$ cat src/rtl/id_ex_operand_stage.sv
// ID/EX operand stage: resolves both source operands through the EX/MEM/WB
// bypass network, detects load-use hazards against the instruction held in
// the output register, and registers one operand bundle for the ALU stage.
//
// Ports (summary):
//   clk, reset              clock, synchronous active-high reset
//   in_*                    decoded fields, aligned with rdata1/rdata2
//   rdata1, rdata2          register-bank read data
//   ex_fwd_* / mem_fwd_*    EX and MEM result bypasses
//   wb_write/wb_dr/wb_data  register-bank write committing this cycle
//   ex_stall, flush         downstream hold / kill
//   stall_req               combinational upstream hold
//   out_*                   registered operand bundle
//   bubble_cnt, fwd_cnt     saturating performance counters

// One operand's bypass mux. r0 always reads zero and is never bypassed.
module id_ex_fwd_mux #(
  parameter int DW = 32
) (
  input  logic [4:0]    src,
  input  logic [DW-1:0] rdata,
  input  logic          ex_fwd_en,
  input  logic [4:0]    ex_fwd_dr,
  input  logic [DW-1:0] ex_fwd_data,
  input  logic          mem_fwd_en,
  input  logic [4:0]    mem_fwd_dr,
  input  logic [DW-1:0] mem_fwd_data,
  input  logic          wb_write,
  input  logic [4:0]    wb_dr,
  input  logic [DW-1:0] wb_data,
  output logic [DW-1:0] opnd,
  output logic          bypassed
);
  always_comb begin
    opnd     = rdata;
    bypassed = 1'b1;
    if (src == 5'd0) begin
      opnd     = '0;
      bypassed = 1'b0;
    end else if (ex_fwd_en && ex_fwd_dr == src) begin
      opnd = ex_fwd_data;
    end else if (mem_fwd_en && mem_fwd_dr == src) begin
      opnd = mem_fwd_data;
    end else if (wb_write && wb_dr == src) begin
      // bank reads before it writes, so the committing value is bypassed
      opnd = wb_data;
    end else begin
      bypassed = 1'b0;
    end
  end
endmodule

module id_ex_operand_stage #(
  parameter int DW  = 32,
  parameter int CW  = 8,
  parameter int PCW = 16
) (
  input  logic          clk,
  input  logic          reset,
  input  logic          in_valid,
  input  logic [4:0]    in_sr1,
  input  logic [4:0]    in_sr2,
  input  logic [4:0]    in_dr,
  input  logic          in_wb_en,
  input  logic          in_is_load,
  input  logic [DW-1:0] in_imm,
  input  logic [CW-1:0] in_ctrl,
  input  logic [DW-1:0] rdata1,
  input  logic [DW-1:0] rdata2,
  input  logic          ex_fwd_en,
  input  logic [4:0]    ex_fwd_dr,
  input  logic [DW-1:0] ex_fwd_data,
  input  logic          mem_fwd_en,
  input  logic [4:0]    mem_fwd_dr,
  input  logic [DW-1:0] mem_fwd_data,
  input  logic          wb_write,
  input  logic [4:0]    wb_dr,
  input  logic [DW-1:0] wb_data,
  input  logic          ex_stall,
  input  logic          flush,
  output logic          stall_req,
  output logic          out_valid,
  output logic [DW-1:0] out_op1,
  output logic [DW-1:0] out_op2,
  output logic [DW-1:0] out_imm,
  output logic [4:0]    out_dr,
  output logic          out_wb_en,
  output logic          out_is_load,
  output logic [CW-1:0] out_ctrl,
  output logic [PCW-1:0] bubble_cnt,
  output logic [PCW-1:0] fwd_cnt
);
  localparam int NUM_OPS = 2;
  localparam logic [PCW-1:0] CNT_MAX = '1;

  logic [NUM_OPS-1:0][4:0]    src;
  logic [NUM_OPS-1:0][DW-1:0] rdata;
  logic [NUM_OPS-1:0][DW-1:0] opnd;
  logic [NUM_OPS-1:0]         byp;
  logic                       hazard;

  assign src   = {in_sr2, in_sr1};
  assign rdata = {rdata2, rdata1};

  for (genvar i = 0; i < NUM_OPS; i++) begin : g_op
    id_ex_fwd_mux #(.DW(DW)) u_mux (
      .src          (src[i]),
      .rdata        (rdata[i]),
      .ex_fwd_en    (ex_fwd_en),
      .ex_fwd_dr    (ex_fwd_dr),
      .ex_fwd_data  (ex_fwd_data),
      .mem_fwd_en   (mem_fwd_en),
      .mem_fwd_dr   (mem_fwd_dr),
      .mem_fwd_data (mem_fwd_data),
      .wb_write     (wb_write),
      .wb_dr        (wb_dr),
      .wb_data      (wb_data),
      .opnd         (opnd[i]),
      .bypassed     (byp[i])
    );
  end

  // A load still in the output register has no EX result to bypass yet;
  // one bubble lets it reach MEM, where the MEM bypass picks it up.
  assign hazard = in_valid && out_valid && out_is_load && out_wb_en &&
                  (out_dr != 5'd0) && (out_dr == in_sr1 || out_dr == in_sr2);

  assign stall_req = !reset && (hazard || ex_stall);

  always_ff @(posedge clk) begin
    if (reset) begin
      out_valid   <= 1'b0;
      out_op1     <= '0;
      out_op2     <= '0;
      out_imm     <= '0;
      out_dr      <= '0;
      out_wb_en   <= 1'b0;
      out_is_load <= 1'b0;
      out_ctrl    <= '0;
      bubble_cnt  <= '0;
      fwd_cnt     <= '0;
    end else if (flush) begin
      out_valid <= 1'b0;
    end else if (ex_stall) begin
      // hold everything
    end else if (hazard) begin
      out_valid <= 1'b0;
      if (bubble_cnt != CNT_MAX) bubble_cnt <= bubble_cnt + 1'b1;
    end else begin
      out_valid <= in_valid;
      if (in_valid) begin
        out_op1     <= opnd[0];
        out_op2     <= opnd[1];
        out_imm     <= in_imm;
        out_dr      <= in_dr;
        out_wb_en   <= in_wb_en;
        out_is_load <= in_is_load;
        out_ctrl    <= in_ctrl;
        if (|byp && fwd_cnt != CNT_MAX) fwd_cnt <= fwd_cnt + 1'b1;
      end
    end
  end
endmodule

$ cat config.mk
export PLATFORM = sky130hd
export DESIGN_NAME = id_ex_operand_stage
export DESIGN_NICKNAME = d
export VERILOG_FILES = /design/src/rtl/id_ex_operand_stage.sv
export SDC_FILE = /design/constraint.sdc
export NUM_CORES = 1
export LEC_CHECK = 0
export ABC_AREA = 1
export CORE_ASPECT_RATIO = 0.7
export CORE_MARGIN = 10
export CORE_UTILIZATION = 46
export DETAILED_ROUTE_END_ITERATION = 10
export PLACE_DENSITY = 0.82
export SLEW_MARGIN = 15
export SYNTH_ARGS = -nofsm -noshare
export SYNTH_HDL_FRONTEND = slang
export SYNTH_HIERARCHICAL = 1
export SYNTH_SLANG_ARGS = --single-unit
$ cat constraint.sdc
create_clock -name clk -period 2.2 [get_ports clk]
set_input_delay 0.22 -clock clk [delete_from_list [all_inputs] [get_ports clk]]
set_output_delay 0.22 -clock clk [all_outputs]
set_load 0.01 [all_outputs]
==> flow_summary.yaml <==
outcome:
  outcome: "finished, final reports clean"
run:
  cap_viol_max_count: 0
timing:
  timing.final.crit_share_pct: 95.0
  finClkSkew_ns: 0.0193
  post-route-min-period_ns: 2.09
  finalSetupViolations: 0
  worstMarginPinSlew_ns: 0.744
  slew_viol_final: 0
  max_slew_margin_pct: 50.3
  hold_viol_final: 0
  max_freq_ghz: 0.479
yosys:
  syn_area_um2: 10600
  synth_warnings: 6
  synth_top_area_share_pct: 27.3
  synthMuxAreaShare_pct: 0
  synth-seq-cells: 144
  synth_cells: 1839
  synth_fa_ha_area_share_pct: 0.237
  synth_compound_area_share_pct: 7.26
  synth-simple-area-share_pct: 47.4
  synth_cell_types: 30
  synth_xor_area_share_pct: 1.49
  seq_area_frac_synth_pct: 27.3
  synth_top_cell_by_area: "dfxtp_1"
  synth.top_cells.by_area: "dfxtp_1 27%, nand2_1 19%, inv_1 9.3%"
  synth_top_family_by_area: "simple AND/OR/NAND/NOR gates"
  syn_avg_cell_area_um2: 5.75
  syn-num-nets: 2081
final_layout:
  syn_to_final_growth_pct: 45.5
  multi_input_area_um2: 6030
  layout-drive-gt1-share_pct: 6.81
  fin_cells: 2507
  layout_commonest_cell: "nand2_1"
  postLayoutCoreUtil_pct: 68.0
  final_cell_mix: "540 x nand2_1, 375 x clkdlybuf4s50_1, 261 x inv_1"
  final_area_um2: 15400
  final-seq-area_um2: 2880
  num-fill-cells: 2017
  nets: 2417
clock_tree:
  path_clk_slew_ns: 0.07
  cts_tree: "yes"
  postCtsHoldBufs: 0
  cts_buffer_depth: 2
  cts_made_buffers: 17
  ctsRootBufferMaster: "clkbuf_16"
  htreeDepth: 4
  cts_sinks: 144
  clkLatencyLatePin_ns: 0.42
global_route:
  track_usage_pct: 31.1
  grt_max_degree: 123
  grt_pass1_wl_mm: 74.0
  grt_pass1_vias: 12800
  antenna_found_initial: 7
  grt_overflow: 0
min_path:
  min_path_type: "input port to flop"
power_and_ir_drop:
  irDropWorstVdd_v: 0.000511
  p_total_w: 0.00753
  powerDensity_nw_per_um2: 489
  cellLeakagePower_nw: 7.31
die:
  dieArea_um2: 29600
  core_um2: 22600
  die_h_um: 147
  rows: 46
  die_w_um: 201
  num_io_pins: 385
  start_util_pct: 46.8
worst_setup_path:
  cp_max_fo: 20
  reg2reg_slack_ns: 0.11
  critical_path_class: "flop to flop"
  reg2reg_from: "out_dr[2]$_SDFFE_PP0P_"
  startpoint: "out_dr[2]$_SDFFE_PP0P_"
  critPathArrivalTime_ns: 2.38
  required_ns: 2.49
  critPathCapture: "out_dr[3]$_SDFFE_PP0P_"
  worstSetupEndpointType: "flop"
  worstRegToRegCells: 11
  worstReg2RegEnd: "out_dr[3]$_SDFFE_PP0P_"
  start_kind: "flop"
routing:
  drt_first_pass_iters: 7
  wl_mm: 48.3
  final_antenna_net_count: 0
  highest_layer: "met5"
  dr_wl_met2_mm: 21.4
  drtIter0Drc: 1395
  dr_wl_met3_mm: 5.71
  dr_total_vias: 13700
  drc: 0
  vias_per_cell: 5.46
  wl_met1_mm: 19.3
  wire_per_inst_um: 19.3
place:
  io_buffers: 384
  gp_congestion: 0.957
  post_dp_cell_area_um2: 14700
  place_inst: 2467
  hpwl_mm: 35.2
-- stage by stage --
step	TNS [ns]	hold WS (ns)	setup WS [ns]
2_1_floorplan	0	0.341	0.278
3_3_place_gp	-37.10	0.450	-0.430
3_5_place_dp	-38.47	0.453	-0.455
4_1_cts	0	0.354	0.0214
5_1_grt	-0.187	0.376	-0.0439
6_report	0	0.367	0.110
-- power breakdown --
group          internal, W  switching, W
clock network      0.00165       0.00124
logic             0.000865       0.00106
registers          0.00268     0.0000456
-- cells in the mapped netlist, drive strengths merged --
cell type  instances
a21oi            130
buf               87
clkbuf            37
dfxtp            144
ha                 2
inv              278
nand2            549
nand3            194
nand3b             1
nand4            144
nor2             224
nor3              10
o21ai             19
o21bai             2
xnor2              8
xor2              10
-- per-layer routing --
metal	track usage [%]	up-vias
met4	11.9	2
met2	49.5	832
met3	10.6	122
met1	38.1	6233
li1	-	6493
met5	0	-
-- cell families (layout without fill, tap and decap cells) --
logic type               count (synthesis)  in the layout
XOR/XNOR                                18             18
buffers and inverters                  402            751
other                                    0              7
adder cells (fa/ha/maj)                  2              2
AO/OA/AOI/OAI                          151            151
AND/OR/NAND/NOR                       1122           1122
flip-flops                             144            144
-- state kept, by name, summed over array words and instances, names as in the netlist --
register,cells
out_wb_en,1
out_ctrl,8
out_is_load,1
out_op2,32
fwd_cnt,16
out_op1,32
out_valid,1
bubble_cnt,16
out_imm,32
out_dr,5
-- critical path, cell delays in order, from the launching register on --
cell and delay (ns):
dfxtp_2 0.36, inv_2 0.07, buf_4 0.13, nand4_1 0.17, o21ai_1 0.16, inv_1 0.07
nand2_2 0.09, buf_4 0.23, nand3_4 0.21, buf_12 0.22, o21ai_0 0.19, a21oi_1 0.06
-- area by class of cell --
class	instances	share of cell area (%)
Antenna cell	7	0.114
Clock buffer	20	2.97
Clock inverter	12	0.788
Inverter	278	6.78
Multi-Input combinational cell	1293	39.2
Sequential cell	144	18.7
Tap cell	312	2.54
Timing Repair Buffer	441	28.9
-- what timing repair did --
action | 4_1_cts | 5_1_grt
gates resized for setup | 10 | 15
endpoints found under the setup margin | 2 | 47
pin swaps | 0 | 3
setup buffers | 0 | 1
-- worst min-delay path by stage --
stage / from / end / slack, ns / cells past startpoint
after floorplan: ex_stall / out_valid$_SDFFE_PP0N_ / 0.34 / 2
after global placement: out_imm[16]$_SDFFE_PP0P_ / out_imm[16]$_SDFFE_PP0P_ / 0.45 / 2
after detailed placement: out_op1[31]$_SDFFE_PP0P_ / out_op1[31]$_SDFFE_PP0P_ / 0.45 / 2
after CTS: in_imm[29] / out_imm[29]$_SDFFE_PP0P_ / 0.35 / 3
after global routing: in_imm[0] / out_imm[0]$_SDFFE_PP0P_ / 0.38 / 3
final: in_imm[29] / out_imm[29]$_SDFFE_PP0P_ / 0.37 / 3
(Power assumes the default switching activity.)
